[config.mk]
export PLATFORM = sky130hd
export DESIGN_NAME = load_store_unit
export DESIGN_NICKNAME = d
export VERILOG_FILES = /design/src/rtl/load_store_unit.sv
export SDC_FILE = /design/constraint.sdc
export NUM_CORES = 1
export LEC_CHECK = 0
export CORE_UTILIZATION = 40
export DETAILED_ROUTE_END_ITERATION = 8
export HOLD_SLACK_MARGIN = 0.03
export MAX_ROUTING_LAYER = met4
export PLACE_DENSITY_LB_ADDON = 0.08
export SKIP_LAST_GASP = 1
export SYNTH_ARGS = -nofsm -noshare
export SYNTH_HDL_FRONTEND = slang
export SYNTH_SLANG_ARGS = --single-unit
[constraint.sdc]
create_clock -name clk -period 3.9 [get_ports clk]
set_input_delay 0.39 -clock clk [delete_from_list [all_inputs] [get_ports clk]]
set_output_delay 0.39 -clock clk [all_outputs]
set_load 0.01 [all_outputs]
[src/rtl/load_store_unit.sv]
// Load/store unit: one outstanding access to a fixed-latency data memory, big-endian lanes.
// Optional macro MISALIGN_TRAP_EN turns misaligned half/word accesses into error responses.
module load_store_unit #(
  parameter int MEM_LATENCY = 1
) (
  input  logic        clk,
  input  logic        reset,
  input  logic        req_valid,
  output logic        req_ready,
  input  logic        req_write,
  input  logic [1:0]  req_width,
  input  logic        req_signed,
  input  logic [31:0] req_addr,
  input  logic [31:0] req_wdata,
  output logic        resp_valid,
  output logic [31:0] resp_rdata,
  output logic        resp_error,
  output logic [31:0] d_addr,
  output logic        d_enable,
  output logic        d_write,
  output logic [1:0]  data_width,
  output logic [31:0] d_wdata,
  input  logic [31:0] d_rdata
);

  // state  | meaning
  // IDLE   | ready for a request
  // ACCESS | memory port driven, latency counter running
  // RESP   | one-cycle completion pulse
  typedef enum logic [1:0] {IDLE = 2'd0, ACCESS = 2'd1, RESP = 2'd2} state_t;

  state_t      state_q, state_d;
  logic [3:0]  cnt_q, cnt_d;
  logic [31:0] addr_q, addr_d;
  logic [31:0] wdata_q, wdata_d;
  logic [31:0] rdata_q, rdata_d;
  logic [1:0]  width_q, width_d;
  logic        write_q, write_d;
  logic        signed_q, signed_d;
  logic        error_q, error_d;

  logic        bad_req;
  logic [31:0] addr_fix;
  logic [31:0] wdata_fix;
  logic [7:0]  lane_b;
  logic [15:0] lane_h;
  logic [31:0] load_ext;

  always_ff @(posedge clk or posedge reset) begin
    if (reset) begin
      state_q  <= IDLE;
      cnt_q    <= '0;
      addr_q   <= '0;
      wdata_q  <= '0;
      rdata_q  <= '0;
      width_q  <= '0;
      write_q  <= 1'b0;
      signed_q <= 1'b0;
      error_q  <= 1'b0;
    end else begin
      state_q  <= state_d;
      cnt_q    <= cnt_d;
      addr_q   <= addr_d;
      wdata_q  <= wdata_d;
      rdata_q  <= rdata_d;
      width_q  <= width_d;
      write_q  <= write_d;
      signed_q <= signed_d;
      error_q  <= error_d;
    end
  end

  always_comb begin
`ifdef MISALIGN_TRAP_EN
    bad_req = (req_width == 2'b11) ||
              (req_width == 2'b01 && req_addr[0]) ||
              (req_width == 2'b10 && req_addr[1:0] != 2'b00);
`else
    bad_req = (req_width == 2'b11);
`endif
    // Misaligned low bits are dropped so address and lane select agree.
    addr_fix = req_addr;
    if (req_width == 2'b01) addr_fix[0] = 1'b0;
    if (req_width == 2'b10) addr_fix[1:0] = 2'b00;
    unique case (req_width)
      2'b00:   wdata_fix = {4{req_wdata[7:0]}};
      2'b01:   wdata_fix = {2{req_wdata[15:0]}};
      default: wdata_fix = req_wdata;
    endcase
  end

  always_comb begin
    unique case (addr_q[1:0])
      2'd0:    lane_b = d_rdata[31:24];
      2'd1:    lane_b = d_rdata[23:16];
      2'd2:    lane_b = d_rdata[15:8];
      default: lane_b = d_rdata[7:0];
    endcase
    lane_h = addr_q[1] ? d_rdata[15:0] : d_rdata[31:16];
    unique case (width_q)
      2'b00:   load_ext = signed_q ? {{24{lane_b[7]}}, lane_b} : {24'd0, lane_b};
      2'b01:   load_ext = signed_q ? {{16{lane_h[15]}}, lane_h} : {16'd0, lane_h};
      default: load_ext = d_rdata;
    endcase
  end

  always_comb begin
    state_d  = state_q;
    cnt_d    = cnt_q;
    addr_d   = addr_q;
    wdata_d  = wdata_q;
    rdata_d  = rdata_q;
    width_d  = width_q;
    write_d  = write_q;
    signed_d = signed_q;
    error_d  = error_q;
    unique case (state_q)
      IDLE: begin
        if (req_valid) begin
          addr_d   = addr_fix;
          wdata_d  = wdata_fix;
          width_d  = req_width;
          write_d  = req_write;
          signed_d = req_signed;
          if (bad_req) begin
            state_d = RESP;
            error_d = 1'b1;
            rdata_d = '0;
          end else begin
            state_d = ACCESS;
            error_d = 1'b0;
            cnt_d   = 4'(MEM_LATENCY - 1);
          end
        end
      end
      ACCESS: begin
        if (cnt_q == 4'd0) begin
          state_d = RESP;
          rdata_d = write_q ? 32'd0 : load_ext;
        end else begin
          cnt_d = cnt_q - 4'd1;
        end
      end
      RESP:    state_d = IDLE;
      default: state_d = IDLE;
    endcase
  end

  always_comb begin
    req_ready  = 1'b0;
    resp_valid = 1'b0;
    resp_rdata = '0;
    resp_error = 1'b0;
    d_addr     = '0;
    d_enable   = 1'b0;
    d_write    = 1'b0;
    data_width = '0;
    d_wdata    = '0;
    unique case (state_q)
      IDLE: req_ready = 1'b1;
      ACCESS: begin
        d_enable   = 1'b1;
        d_addr     = addr_q;
        d_write    = write_q;
        data_width = width_q;
        d_wdata    = wdata_q;
      end
      RESP: begin
        resp_valid = 1'b1;
        resp_rdata = rdata_q;
        resp_error = error_q;
      end
      default: req_ready = 1'b0;
    endcase
  end

endmodule

# After elaboration in Yosys (flattened, before gate mapping)
# Cells that the tools add are included.
# totals
word_cells,64
out_inout_bits,103
ff_bits,107
# op_classes
reduce_logical,10
eq_ne,13
add_sub_neg,1
n_mux,31
# op_table
op,count
2-to-1 mux 32 bit,9
one-hot mux 32 bit (2 select lines),3
one-hot mux 8 bit (3 select lines),1
2-to-1 mux 16 bit,1
2-to-1 mux 4 bit,3
2-to-1 mux 2 bit,5
"!= test 2 bit, second input constant",5
"== test 2 x 1 -> 1 bit, second input constant",4
"== test 2 bit, second input constant",4
zero test 2 bit,4
one-hot mux 4 bit (2 select lines),1
AND reduction 4 bit,2
2-to-1 mux 1 bit,7
zero test 4 bit,1
one-hot mux 2 bit (2 select lines),1
AND reduction 2 bit,2
"subtractor 4 x 1 -> 4 bit, second input constant",1
nonzero test 2 bit,1

# Depth between registers and ports, before layout
# Gate-level depths: netlist of run 1.
# depth
ltp_word,7
ltp_mapped,9
mapped_depth_nobuf,6

# Worst setup path after synthesis of run 1
# Ideal clock, no wire load.
# synth_timing
path_kind,flip-flop to flip-flop
start,register cnt_q[0]
end,register rdata_q[16]
stages_incl_launch_ff,10
period_less_slack_ps,2059
required_time_ps,3826
setup_slack_ps,1841
t_arrival_ps,1985
cell_sequence,dfrtp_1 > inv_1 > ha_1 > or3b_1 > buf_2 > or3_1 > buf_6 > a2bb2oi_4 > buf_6 > o21ai_2
# synth_between
elab_chain_cells,3
# synth_lines
element,line,source
start: declaration,33,"logic [3:0] cnt_q, cnt_d;"
start signal: assignment,62,cnt_q <= cnt_d;
zero test 4 bit,137,if (cnt_q == 4'd0) begin
!= test 2 bit (no source line),-,
AND reduction 4 bit (no source line),-,
end signal: assignment,65,rdata_q <= rdata_d;
end: declaration,36,"logic [31:0] rdata_q, rdata_d;"
# No other way between the ends.
# A chain may end at the register's enable or synchronous reset.

# Worst setup path in the final report of run 1
# layout_timing
start,register state_q[1]
end,output d_addr[0]
# layout_between
elab_chain_cells,2
# layout_lines
element,line,source
start: declaration,32,"state_t state_q, state_d;"
start signal: assignment,61,state_q <= state_d;
== test 2 x 1 -> 1 bit,159,unique case (state_q)
2-to-1 mux 32 bit,159,
end: declaration,18,"output logic [31:0] d_addr,"
# No other way between the ends.

==> results.toml, run 1 <==
[floorplanning]
core_area_um2 = 13930
dieArea_um2 = 14790
die_h_um = 121.6
initial_core_util = 0.4107
num_rows = 43
die_x_um = 121.6
pin_count = 206

[cells_and_area]
fill_cells = 1280
area_delta_synth_final_pct = 42.48
multiInputGateArea_um2 = 2814
n_antenna_cell = 0
regArea_um2 = 2678
drive_gt1_frac = 0.06000
nNetsFinal = 951

[timing]
holdWs_ns = 0.4685
hold_viol = 0
finalSetupTns_ns = 0
relSlewSlack = 0.2672
min_period_over_period = 0.7088
setup_viol = 0
rsz0062_at_grt = "no"
report.final.slew_viol_count = 0
worst_clock_skew_ns = 0.005510
layout_min_cycle_time_ns = 2.764
max_freq_mhz = 361.7
tightest_slew_ns = 1.099

[logic_synthesis]
netlist_instances = 670
ys_types = 34
ys_warn_count = 0
synthArstFlopShare = 1.000
syn_nets = 775
synth-edff-count = 0
yosys_register_bits = 107
avgSynthCellArea_um2 = 8.542
synth_area_um2 = 5723
synth_flop_cell = "dfrtp_1"
ys_seq_area_frac = 0.4679

[routing]
avgViaCountPerCell = 5.123
num_vias = 5277
ant_nets = 0
drt_iter0_drc = 315
post-route-drc-count = 0
routed_wl_um = 17280
wl_per_cell_um = 16.77
drtPass1Iterations = 5

[setup_path]
reg2reg_slack_ns = 1.28
max_stage_delay_ns = 0.56
path_buf_inv = 3
crit_chain = "nand2b_1 -> inv_1 -> buf_4 -> and2_1 -> clkdlybuf4s50_1"
timing.rr.start = "width_q[1]"
reg2reg_to = "rdata_q[28]"
crit_start = "state_q[1]"
crit_required_ns = 3.51
cp.arrival_ns = 2.37
ff2ff_path_depth = 4
worstSetupPathType = "reg2out"
crit_family = "buffers and inverters"
critPathLaunchType = "register"
crit_path_end_kind = "primary output"
crit_slowest_cell = "clkdlybuf4s50_1"
critPathMaxFanout = 71

[clock_tree]
cts_tree = "yes"
clock-sinks = 107
cts_made_buffers = 9
htreeDepth = 3
cts-root-buf = "clkbuf_16"
cts_setup_buffers = 0
clk_pin_slew_ns = 0.07
clock_latency_ns = 0.35
holdBufCountCts = 0
ctsResizeCount = 0
clockBufferDepth = 2

[global_routing]
grt_overflow = 0
grt_pass1_wl_um = 27530
antenna_found_initial = 0
grt.total_usage = 0.2511
first_global_vias = 5107
grt_max_degree = 72

[placement]
place_hpwl_um = 12370
globalplace.congestion = 0.9065
io_buffers = 205

[pwr]
p_leak_uw = 0.003583
ir_drop_mv = 0.3456
p_per_area_nw_per_um2 = 646.5

[min_path]
hold_path_startpoint = "addr_q[28]"
min_to = "addr_q[28]"
holdPathStages = 2
holdCritPathClass = "reg2reg"

[status]
status = "finished, final reports clean"

[flow_run]
cap_violations = 0
==> cell families (layout without fill, tap and decap cells) <==
kind of cell / Yosys count / in the layout / synth area share
AOI/OAI and AO/OA: 127 / 127 / 0.1373
xor gates and xnor gates: 2 / 2 / 0.003061
adders and majority gates: 2 / 2 / 0.004372
buffers and inverters: 58 / 238 / 0.04110
DFF: 107 / 107 / 0.4679
muxes: 35 / 35 / 0.06318
and+or+nand+nor: 339 / 339 / 0.2831
==> power breakdown <==
group          switching (uW)  internal [uW]
sequential                350           1600
combinational            1330           1120
clock                     421            451
total                    2110           3170
==> worst max path at each step <==
stage	end	cells after the start	slack, ns
final	d_addr[0]	5	1.14
after global routing	rdata_q[28]	4	0.99
after CTS	d_wdata[3]	5	1.11
after detailed placement	rdata_q[3]	5	1.26
after global placement	rdata_q[24]	5	1.29
after floorplan	addr_q[0]	1	0.69
==> final cells by class <==
type                    instances  area share
clock buffers                  10     0.02931
well taps                     180     0.02762
repair buffers                215      0.2609
multi-input cells             505      0.3451
flip-flops and latches        107      0.3284
clock inverters                 5    0.004757
inverters                       8    0.003990
==> state kept, by name (all words and copies together), names as in the netlist <==
signal	flops
addr_q	32
cnt_q	4
error_q	1
rdata_q	32
signed_q	1
state_q	2
wdata_q	32
width_q	2
write_q	1
==> per-stage QoR <==
step | cells | utilization | total power [uW] | cell area, um^2 | worst slack (ns)
2_1_floorplan | 670 | - | 3369 | 5723 | 0.6928
3_3_place_gp | 1015 | 0.5652 | 4333 | 7876 | 1.291
3_5_place_dp | 1015 | 0.5652 | 4417 | 7876 | 1.262
4_1_cts | 1030 | 0.5852 | 5301 | 8154 | 1.113
5_1_grt | 1030 | 0.5852 | 5660 | 8154 | 0.9864
6_report | 1030 | 0.5852 | 5272 | 8154 | 1.136
==> synth_stat cells (2+ instances only) <==
| cell type | instances | share of area |
|---|---|---|
| nand2_1 | 186 | 0.12 |
| dfrtp_1 | 107 | 0.47 |
| and2_1 | 100 | 0.11 |
| o21ai_0 | 47 | 0.041 |
| clkbuf_1 | 42 | 0.028 |
| a21oi_1 | 29 | 0.025 |
| mux2i_1 | 26 | 0.045 |
| nor2_1 | 17 | 0.011 |
| or3_1 | 15 | 0.016 |
| o21ai_2 | 10 | 0.015 |
| mux2_2 | 9 | 0.018 |
| a221oi_1 | 8 | 0.012 |
| a31oi_1 | 8 | 0.0087 |
| inv_1 | 8 | 0.0052 |
| nand3b_1 | 7 | 0.0092 |
| o21ai_1 | 7 | 0.0061 |
| o31ai_1 | 7 | 0.0092 |
| a211oi_1 | 6 | 0.0079 |
| buf_1 | 4 | 0.0026 |
| nand2b_1 | 3 | 0.0033 |
| nand3_1 | 3 | 0.0026 |
| a22o_1 | 2 | 0.0031 |
| buf_2 | 2 | 0.0017 |
| buf_6 | 2 | 0.0039 |
| ha_1 | 2 | 0.0044 |
| nor2b_1 | 2 | 0.0022 |
| nor3_1 | 2 | 0.0017 |
| or2_2 | 2 | 0.0022 |
| xor2_1 | 2 | 0.0031 |
==> routing by layer <==
metal / global-route usage / up-vias / share of wire
met4: 0.08410 / 0 / 0.015
met1: 0.3471 / 2505 / 0.46
met2: 0.3743 / 186 / 0.46
met3: 0.04120 / 15 / 0.058
met5: - / - / 0
li1: - / 2571 / -
==> worst reg2reg max path, stage by stage (launching register included) <==
cell and delay [ns]:
dfrtp_1 0.64, nor2b_1 0.88, nor4b_1 0.53, a2bb2oi_4 0.28, o21ai_1 0.21
==> layout by cell type (no fill, tap or decap), types with 10 or more instances in the layout <==
cell type	Yosys	final
a21oi_1	29	29
and2_1	100	99
buf_4	0	10
clkdlybuf4s50_1	0	205
dfrtp_1	107	107
mux2i_1	26	26
nand2_1	186	185
nor2_1	17	17
o21ai_0	47	47
o21ai_2	10	10
or3_1	15	15
(Power assumes the default switching activity.)
==> run 2: changes to the inputs <==
==> constraint.sdc (replaced) <==
create_clock -name clk -period 2.4 [get_ports clk]
set_input_delay 0.24 -clock clk [delete_from_list [all_inputs] [get_ports clk]]
set_output_delay 0.24 -clock clk [all_outputs]
set_load 0.01 [all_outputs]
==> run 2 against run 1 <==
Effect of this change: total power up 67%; setup slack got worse by 1.1 ns; worst hold slack got worse by 0.12 ns; sequential share of layout area is 0.66 points lower; clock skew up 0.0016 ns; register-to-register slack worse by 0.99 ns; die area is the same; clock power rose by 72%; core utilization increased by 1.2 points; clock-buffer cell count increased by 1; routed wire length decreased by 1.1%; largest cell class unchanged; largest power group unchanged.
==> results.toml, run 2 (same netlist as run 1, synthesis figures left out) <==
[routing]
ant_nets = 0
drt_iter0_drc = 420
wl_per_cell_um = 16.45
avgViaCountPerCell = 5.111
routed_wl_um = 17090
post-route-drc-count = 0
num_vias = 5310
drtPass1Iterations = 6

[min_path]
holdCritPathClass = "in2async"

[floorplanning]
initial_core_util = 0.4107
die_h_um = 121.6
dieArea_um2 = 14790
core_area_um2 = 13930
die_x_um = 121.6
pin_count = 206
num_rows = 43

[timing]
rsz0062_at_grt = "yes"
setup_viol = 0
tightest_slew_ns = 0.9813
min_period_over_period = 0.9658
report.final.slew_viol_count = 0
hold_viol = 0
layout_min_cycle_time_ns = 2.318
worst_clock_skew_ns = 0.007123
finalSetupTns_ns = 0
relSlewSlack = 0.3445
max_freq_mhz = 431.4

[cells_and_area]
regArea_um2 = 2678
area_delta_synth_final_pct = 45.41
layout.cells.non_filler = 1039
n_antenna_cell = 0
layout_commonest_cell = "clkdlybuf4s50_1"
drive_gt1_frac = 0.07101
final_cell_mix = "205 x clkdlybuf4s50_1, 185 x nand2_1, 107 x dfrtp_1"
top_regs = "addr_q: 32 flops, rdata_q: 32 flops, wdata_q: 32 flops"
fill_cells = 1218
multiInputGateArea_um2 = 2816
nNetsFinal = 960

[pwr]
seqPwrFrac = 0.350
power_uw = 8798
comb_power_share = 0.480
intPower_uw = 5372
p_per_area_nw_per_um2 = 1057
switching_share = 0.3894
power.switching_uw = 3426
ir_drop_mv = 0.4582
p_leak_uw = 0.003658
clock_power_share = 0.170

[placement]
globalplace.congestion = 0.9158
io_buffers = 205
place_hpwl_um = 12090
place_inst = 1023

[global_routing]
first_global_vias = 5164
grt_max_degree = 72
antenna_found_initial = 0
grt_overflow = 0
grt_pass1_wl_um = 27020
grt.total_usage = 0.2457

[clock_tree]
cts_made_buffers = 9
cts_setup_buffers = 0
cts-root-buf = "clkbuf_16"
clk_pin_slew_ns = 0.07
clock_latency_ns = 0.35
clock-sinks = 107
cts_tree = "yes"
holdBufCountCts = 0
clockBufferDepth = 2
htreeDepth = 3

[setup_path]
cp.arrival_ns = 2.08
ff2ff_path_depth = 6
crit_required_ns = 2.16
critPathMaxFanout = 36
reg2reg_slack_ns = 0.29
reg2reg_to = "rdata_q[28]"
crit_path_end_kind = "primary output"
critPathLaunchType = "register"
timing.rr.start = "cnt_q[0]"
worstSetupPathType = "reg2out"

[flow_run]
cap_violations = 0

[status]
status = "finished, final reports clean"
run 2: layout make-up:
| class | count | area share |
|---|---|---|
| Clock inverter | 4 | 0.006164 |
| Sequential cell | 107 | 0.3218 |
| Multi-Input combinational cell | 505 | 0.3384 |
| Clock buffer | 11 | 0.02917 |
| Tap cell | 180 | 0.02706 |
| Timing Repair Buffer | 224 | 0.2733 |
| Inverter | 8 | 0.004060 |
run 2: metrics by stage:
| stage | cell area (um^2) | setup WS (ns) | util | hold slack (ns) |
|---|---|---|---|---|
| finish | 8322 | 0.08217 | 0.5972 | 0.3490 |
| detailed placement | 8000 | 0.3214 | 0.5741 | 0.4561 |
| floorplan | 5727 | 0.3410 | - | 0.3454 |
| CTS | 8294 | -0.03400 | 0.5952 | 0.3678 |
| global route | 8322 | -0.01700 | 0.5972 | 0.3938 |
| global placement | 8000 | 0.3594 | 0.5741 | 0.4492 |
run 2: worst max path at each step:
stage	end	start	cells past startpoint
global placement	d_wdata[10]	state_q[1]	5
detailed placement	rdata_q[31]	cnt_q[0]	6
finish	d_wdata[10]	state_q[1]	5
floorplan	rdata_q[16]	cnt_q[0]	9
global route	d_wdata[10]	state_q[1]	5
CTS	d_wdata[10]	state_q[1]	5
run 2: power groups by stage:
| stage | Combinational, uW | Sequential (uW) | Clock, uW |
|---|---|---|---|
| after global placement | 4050 | 3070 | 0 |
| after floorplan | 2570 | 2900 | 0 |
| after detailed placement | 4150 | 3100 | 0 |
| final | 4220 | 3080 | 1500 |
| after CTS | 4170 | 3080 | 1520 |
| after global routing | 4670 | 3180 | 1600 |
run 2: critical path: stages, from the launching register on:
cell and delay (ns):
dfrtp_1 0.41, nand2b_2 0.25, inv_2 0.13, buf_12 0.21
and2_1 0.18, clkdlybuf4s50_1 0.55
run 2: timing repair:
| action | CTS | global route |
|---|---|---|
| cloned | 0 | 1 |
| setup endpoints to repair | 9 | 66 |
| resized for setup | 0 | 2 |
run 2: routing by layer:
layer / part of all wire / global-route usage / up-vias
met1: 0.46 / 0.3450 / 2430
met5: 0 / - / -
li1: - / - / 2588
met2: 0.45 / 0.3551 / 250
met4: 0.027 / 0.1065 / 0
met3: 0.064 / 0.03230 / 42
==> run 3: changes to the inputs <==
--- a/config.mk
+++ b/config.mk
@@ -5,11 +5,11 @@
 export SDC_FILE = /design/constraint.sdc
 export NUM_CORES = 1
 export LEC_CHECK = 0
-export CORE_UTILIZATION = 40
+export CORE_UTILIZATION = 41
 export DETAILED_ROUTE_END_ITERATION = 8
 export HOLD_SLACK_MARGIN = 0.03
 export MAX_ROUTING_LAYER = met4
-export PLACE_DENSITY_LB_ADDON = 0.08
+export PLACE_DENSITY = 0.82
 export SKIP_LAST_GASP = 1
 export SYNTH_ARGS = -nofsm -noshare
 export SYNTH_HDL_FRONTEND = slang
==> run 3 against run 2 <==
Effect of this change: first-iteration DRC count shrank 4.5%; die area fell by 2.4%; worst hold slack improved by 0.028 ns; non-clock buffer count increased by 3; register-to-register slack worse by 0.02 ns; fmax is 0.25% higher; global-route usage about the same; core utilization up 2.1 points; via count increased by 2.0%.
==> results.toml, run 3 (same netlist as run 1, synthesis figures left out) <==
[placement]
globalplace.congestion = 0.9071
io_buffers = 205
place_hpwl_um = 12130

[timing]
tightest_slew_ns = 0.7681
min_period_over_period = 0.9633
hold_viol = 0
rsz0062_at_grt = "no"
report.final.slew_viol_count = 0
holdWs_ns = 0.3767
layout_min_cycle_time_ns = 2.312
finalSetupTns_ns = 0
worst_clock_skew_ns = 0.005249
max_freq_mhz = 432.5
setup_viol = 0
relSlewSlack = 0.4860

[routing]
routed_wl_um = 17030
post-route-drc-count = 0
drt_iter0_drc = 401
wl_per_cell_um = 16.42
avgViaCountPerCell = 5.224
drtPass1Iterations = 5
num_vias = 5417
ant_nets = 0

[status]
status = "finished, final reports clean"

[setup_path]
worstSetupPathType = "reg2out"
crit_required_ns = 2.16
reg2reg_slack_ns = 0.27
critPathLaunchType = "register"
crit_path_end_kind = "primary output"
critPathMaxFanout = 35
cp.arrival_ns = 2.07
timing.rr.start = "cnt_q[0]"
reg2reg_to = "rdata_q[29]"
ff2ff_path_depth = 6

[global_routing]
antenna_found_initial = 0
grt_use_met3 = 0.03707
first_global_vias = 5340
use_met2 = 0.3764
grt_pass1_wl_um = 26930
grt_overflow = 0
grt.total_usage = 0.2461
grt_util_met1 = 0.3177
grt.busiest_layer = "met2"
grt_max_degree = 108

[floorplanning]
dieArea_um2 = 14430
core_area_um2 = 13450
die_h_um = 120.1
die_x_um = 120.1
pin_count = 206
num_rows = 42
initial_core_util = 0.4254

[cells_and_area]
area_delta_synth_final_pct = 45.41
nNetsFinal = 963
layout_commonest_cell = "clkdlybuf4s50_1"
drive_gt1_frac = 0.07433
top_regs = "addr_q: 32 flops, rdata_q: 32 flops, wdata_q: 32 flops"
n_antenna_cell = 0
fill_cells = 1182
final_cell_mix = "205 x clkdlybuf4s50_1, 185 x nand2_1, 107 x dfrtp_1"

[flow_run]
cap_violations = 0

[clock_tree]
ctsResizeCount = 0
clock-sinks = 107
clk_pin_slew_ns = 0.07
htreeDepth = 3
clockBufferDepth = 2
holdBufCountCts = 0
clock_latency_ns = 0.34
cts_setup_buffers = 0
cts_tree = "yes"
cts-root-buf = "clkbuf_16"
cts_made_buffers = 9

[pwr]
p_per_area_nw_per_um2 = 1064
ir_drop_mv = 0.4612
p_leak_uw = 0.003673

[min_path]
holdCritPathClass = "in2async"
-- run 3: changes by cell type in the layout (fill, tap and decap cells not counted) --
cell / change
clkbuf_8: +2
buf_4: +5
clkinv_4: -1
clkinvlp_4: -1
buf_12: -2
clkbuf_1: -1
-- run 3: metal layers --
layer	routed length [um]	up-vias	share of wire
met2	7949	222	0.47
met4	650	0	0.038
met1	7496	2553	0.44
li1	-	2588	-
met5	0	-	0
met3	932	54	0.055
-- run 3: worst max-delay path: stages, from the launching register on --
cell,delay [ns]
dfrtp_1,0.40
nand2b_2,0.24
inv_2,0.14
clkbuf_16,0.24
and2_1,0.14
clkdlybuf4s50_1,0.56
-- run 3: worst max-delay path by stage --
stage	start	slack [ns]	end	cells past startpoint
floorplan	cnt_q[0]	0.34	rdata_q[16]	9
global placement	d_rdata[15]	0.40	rdata_q[31]	5
detailed placement	cnt_q[0]	0.28	rdata_q[29]	6
CTS	state_q[1]	0.02	d_wdata[24]	5
global route	state_q[1]	0.02	d_addr[11]	5
finish	state_q[1]	0.09	d_addr[8]	5
-- run 3: power by group --
group / switching (uW) / leakage [uW] / total (uW) / internal [uW]
combinational: 2290 / 0.00215 / 4260 / 1970
sequential: 483 / 0.00137 / 3080 / 2600
clock: 634 / 0.000151 / 1520 / 882
-- run 3: layout make-up --
cell class	count	area, um^2	area share
sequential	107	2678	0.3218
timing repair buffer	227	2272	0.2730
inverter	8	33.78	0.004060
clock buffer	12	266.5	0.03203
clock inverter	2	35.03	0.004210
tap	176	220.2	0.02646
multi-input combinational	505	2816	0.3384
-- run 3: metrics by stage --
stage | total power (uW) | cell area, um^2 | utilization | cells | setup WS, ns
floorplan | 5475 | 5727 | - | 670 | 0.3410
global placement | 7145 | 7993 | 0.5941 | 1022 | 0.3963
CTS | 8826 | 8294 | 0.6165 | 1036 | 0.01725
detailed placement | 7273 | 7993 | 0.5941 | 1022 | 0.2826
finish | 8856 | 8322 | 0.6186 | 1037 | 0.08806
global route | 9483 | 8322 | 0.6186 | 1037 | 0.01840
==> RTL edit 1, RTL diff (config.mk and constraints of run 3) <==
Re-encode `state_t` (3 states) as one-hot, 3 bits wide.
--- a/src/rtl/load_store_unit.sv
+++ b/src/rtl/load_store_unit.sv
@@ -28,5 +28,5 @@
   // ACCESS | memory port driven, latency counter running
   // RESP   | one-cycle completion pulse
-  typedef enum logic [1:0] {IDLE = 2'd0, ACCESS = 2'd1, RESP = 2'd2} state_t;
+  typedef enum logic [2:0] {IDLE = 3'b001, ACCESS = 3'b010, RESP = 3'b100} state_t;
 
   state_t      state_q, state_d;
Check against the original RTL: no difference found for any inputs over 10 cycles, from zero or initial values and one cycle with reset high; not proved beyond that.
==> RTL edit 1 against run 3 <==
- cell count grew 1.2%
- global-route usage up 0.056 points
- area after synthesis up 1.2%
- routed wire length fell by 0.30%
- final area is 2.4% higher
- sequential cell count increased by 1
- total power decreased by 6.4%
- worst setup slack got worse by 0.036 ns
- count of clock-buffer cells in the layout down 2
- die area is 1.1% higher
- register-to-register slack got worse by 0.09 ns
- maximum frequency decreased by 1.5%
- via count is essentially flat
- critical path type unchanged
- critical endpoint is now d_wdata[30]
- largest power group unchanged
==> RTL edit 1: results (changes against run 3) <==
| Metric | Value |
|---|---|
| Status | finished clean (unchanged) |
| Layout Cells excl Fill | 1,049 (was 1,037) |
| Post-synth top cells | nand2_1, dfrtp_1, and2_1, a21oi_1, clkbuf_1 (was nand2_1, dfrtp_1, and2_1, o21ai_0, clkbuf_1) |
| Crit-path max FO | 16 (was 35) |
| Ratio of cells with drive above 1 in the final layout | 7.48% (was 7.43%) |
| Synth Area in Adders | 0.432% (was 0.437%) |
| Seq_cells | 108 (was 107) |
| Flop-to-flop setup slack | 0.18 ns (was 0.27 ns) |
| CP startpoint | state_q[2] (was state_q[1]) |
| Synth Instances | 671 (was 670) |
| NonClk Buf Share | 27.9% (was 27.3%) |
| M2 GR Usage | 37.9% (was 37.6%) |
| Number of fillers in the final layout | 1,188 (was 1,182) |
| DR iter-0 viols | 432 (was 401) |
| Chip width | 121 um (was 120 um) |
| Clk_skew | 0.00632 ns (was 0.00525 ns) |
| Post-CTS setup buffers | 2 (was 0) |
| R2R Path End | rdata_q[9] (was rdata_q[29]) |
| Setup WS post-layout | 0.0519 ns (was 0.0881 ns) |
| PostCTS Resize Cnt | 16 (was 0) |
| Sequential share of cell area | 31.7% (was 32.2%) |
| # clk buffers | 10 (was 12) |
| Post-Synth XOR/XNOR Area | 0% (was 0.306%) |
| Synth top area cells | dfrtp_1, nand2_1, and2_1 (unchanged) |
| Final HPWL DP | 11,700 um (was 12,100 um) |
| Critical path endpoint | d_wdata[30] (was d_addr[8]) |
| Via count | 5,418 (was 5,417) |
| Tot GR Track Use | 24.7% (was 24.6%) |
| Fraction of area in multi-input gates | 33.2% (was 33.8%) |
| GPL Wtd Cong | 0.886 (was 0.907) |
| Multi-In Gates | 498 (was 505) |
| Max stage delay on crit path | 0.52 ns (was 0.56 ns) |
[RTL edit 1: cell count changes after synthesis, moves of 9 or more]
cell / before / now
clkbuf_1: 42 / 33
o21ai_0: 47 / 26
or3_1: 15 / 5
a21oi_1: 29 / 42
nand2_1: 186 / 170
o21ai_2: 10 / 0
nor2_1: 17 / 30
[RTL edit 1: where the power goes]
group	internal, mW	switching [mW]
clock	0.906	0.670
combinational	1.61	1.87
sequential	2.68	0.540
total	5.21	3.08
[RTL edit 1: worst reg2reg max path, stage by stage (launching register included)]
cell,delay (ns)
dfrtp_1,0.40
inv_1,0.11
ha_1,0.16
nor3b_1,0.25
a21oi_1,0.12
nor3_2,0.81
a32o_1,0.30
[RTL edit 1: per-layer routing]
layer,part of all wire [%],routed length [um]
met3,7.8,1320
met1,44,7480
met4,1.7,286
met5,0,0
met2,46,7890
==> RTL edit 2, RTL diff (settings of run 3) <==
Made on the original files. The option `MISALIGN_TRAP_EN` is turned on by a define.
--- a/src/rtl/load_store_unit.sv
+++ b/src/rtl/load_store_unit.sv
@@ -1,4 +1,6 @@
 // Load/store unit: one outstanding access to a fixed-latency data memory, big-endian lanes.
 // Optional macro MISALIGN_TRAP_EN turns misaligned half/word accesses into error responses.
+`define MISALIGN_TRAP_EN
+
 module load_store_unit #(
   parameter int MEM_LATENCY = 1
Behaviour: not the same (Yosys sat finds a counterexample within 4 cycles, from zero or initial values and one cycle with reset high).
==> RTL edit 2 against run 3 <==
- area after synthesis grew 2.0%
- count of clock-buffer cells in the layout shrank 2
- non-clock buffer count grew 1
- sequential cell count is the same
- sequential share of layout area shrank 0.49 points
- worst setup slack gained 0.017 ns
- total power grew 0.52%
- routed wire length is essentially flat
- global-route usage grew 0.30 points
- final area grew 1.6%
- highest routed layer unchanged
==> RTL edit 2: results (changes against run 3) <==
| Metric | Value |
|---|---|
| Initial antenna violation count | 0 (unchanged) |
| Placement Setup Slack | 0.118 ns (was 0.283 ns) |
| Register area share after synthesis | 45.9% (was 46.8%) |
| Clk_skew | 0.00665 ns (was 0.00525 ns) |
| Mapped Nets | 766 (was 775) |
| Final HPWL DP | 12,400 um (was 12,100 um) |
| Clock Latency Late Sink | 0.35 ns |
| Clock Tree Root | clkbuf_16 (unchanged) |
| Max clock buf depth | 2 (unchanged) |
| P per Cell Area | 1050 mW/mm2 (was 1060 mW/mm2) |
| Largest net degree at the start of global routing | 97 (was 108) |
| Number of diodes | 0 (unchanged) |
| Drt pass-1 iters | 6 (was 5) |
| Count of distinct cell types in the synthesized netlist | 37 (was 34) |
| Routed WL | 17,000 um (about the same) |
| H-tree depth | 3 (unchanged) |
| Synth top area cells | dfrtp_1, and2_1, nand2_1 (was dfrtp_1, nand2_1, and2_1) |
| Post-synth top cells | nand2_1, dfrtp_1, and2_1, o21ai_0, clkbuf_1 (unchanged) |
| Reg clk slew, reported paths | 0.07 ns (about the same) |
| Yosys warnings | 0 (unchanged) |
| Net count, final | 954 (was 963) |
| Layout Cells excl Fill | 1,034 (was 1,037) |
| Via density | 5.23 (was 5.22) |
| CTS buffer count | 9 (unchanged) |
| Ratio of cells with drive above 1 in the final layout | 7.85% (was 7.43%) |
| Crit-path max FO | 17 (was 35) |
| Vias in the first global route | 5,370 (was 5,340) |
| DR iter-0 viols | 388 (was 401) |
| Max stage delay on crit path | 0.53 ns (was 0.56 ns) |
| Port bufs | 205 (unchanged) |
| Max_slew headroom | 49.4% (was 48.6%) |
| Pleak | 3.66 nW (was 3.67 nW) |
| Post-synth ARST share | 100% (unchanged) |
| Depth of the worst register-to-register path | 7 (was 6) |
| Max VDD drop | 0.476 mV (was 0.461 mV) |
| First-pass GRT wire length | 27,400 um (was 26,900 um) |
| Tot GR Track Use | 24.9% (was 24.6%) |
| Dpl cell area | 0.00814 mm2 (was 0.00799 mm2) |
| Number of fillers in the final layout | 1,237 (was 1,182) |
| Avg Inst Size Synth | 8.83 um2 (was 8.54 um2) |
| Status | finished clean (unchanged) |
| Min-delay worst type | in2async (unchanged) |
| Net Sw Frac | 38.8% (was 38.4%) |
| Pins Over Slew Limit | 0 (unchanged) |
| Slowest cell on the critical path | clkdlybuf4s50_1 (unchanged) |
| Power consumed by combinational cells | 4.33 mW (was 4.26 mW) |
| Synth area leader | dfrtp_1 (unchanged) |
| Largest registers | addr_q (32), rdata_q (32), wdata_q (32) (unchanged) |
| GPL Wtd Cong | 0.878 (was 0.907) |
| Sequential power share | 35.1% (was 34.8%) |
RTL edit 2: changes by cell type after synthesis, sizes merged, moves of 5 or more:
cell / delta
o2bb2ai: +19
nand2b: +7
o32ai: +6
o21ai: -22
a21oi: +8
inv: +6
nand2: -33
a221oi: -7
o31ai: -5
a32o: +7
RTL edit 2: cell families after synthesis:
group | share of synthesized area, %
buffers and inverters | 4.74
adders and majority gates | 0.429
and+or+nand+nor | 26.9
xor gates and xnor gates | 0.300
DFF | 45.9
muxes | 6.00
AOI/OAI and AO/OA | 15.7
RTL edit 2: layout make-up:
class	instances	area [um2]	share of cell area, %
clock buffer	10	239	2.83
multi-input combinational	489	2900	34.3
inverter	14	58.8	0.696
timing repair buffer	228	2300	27.2
tap	180	225	2.66
clock inverter	6	47.5	0.562
sequential	107	2680	31.7
RTL edit 2: final timing paths:
| path | to | slack (ns) | startpoint |
|---|---|---|---|
| setup reg to reg | rdata_q[25] | 0.16 | cnt_q[0] |
| hold reg to reg | addr_q[22] | 0.47 | addr_q[22] |
| setup / recovery | d_addr[7] | 0.10 | state_q[1] |
| min in group clk | addr_q[8] | 0.40 | req_addr[8] |
| hold / removal | rdata_q[2] | 0.26 | reset |
| max in group asynchronous | wdata_q[8] | 1.48 | reset |
RTL edit 2: timing repair:
item | 4_1_cts | 5_1_grt
gates resized for setup | 1 | 4
setup endpoints to repair | 52 | 60
pin swaps | 0 | 0
buffers inserted | 2 | 0
RTL edit 2: layer usage:
layer	part of all wire, %	GRT usage (%)	vias to the layer above
li1	-	-	2593
met1	44	31.9	2551
met2	46	38.5	226
met3	7.5	5.03	33
met4	2.4	10.2	0
met5	0	-	-
RTL edit 2: critical path: cells and delay by family (launching register included):
kind / cells / cell delay (ns)
simple gates: 2 / 0.41
flops: 1 / 0.46
buf+inv: 3 / 0.83
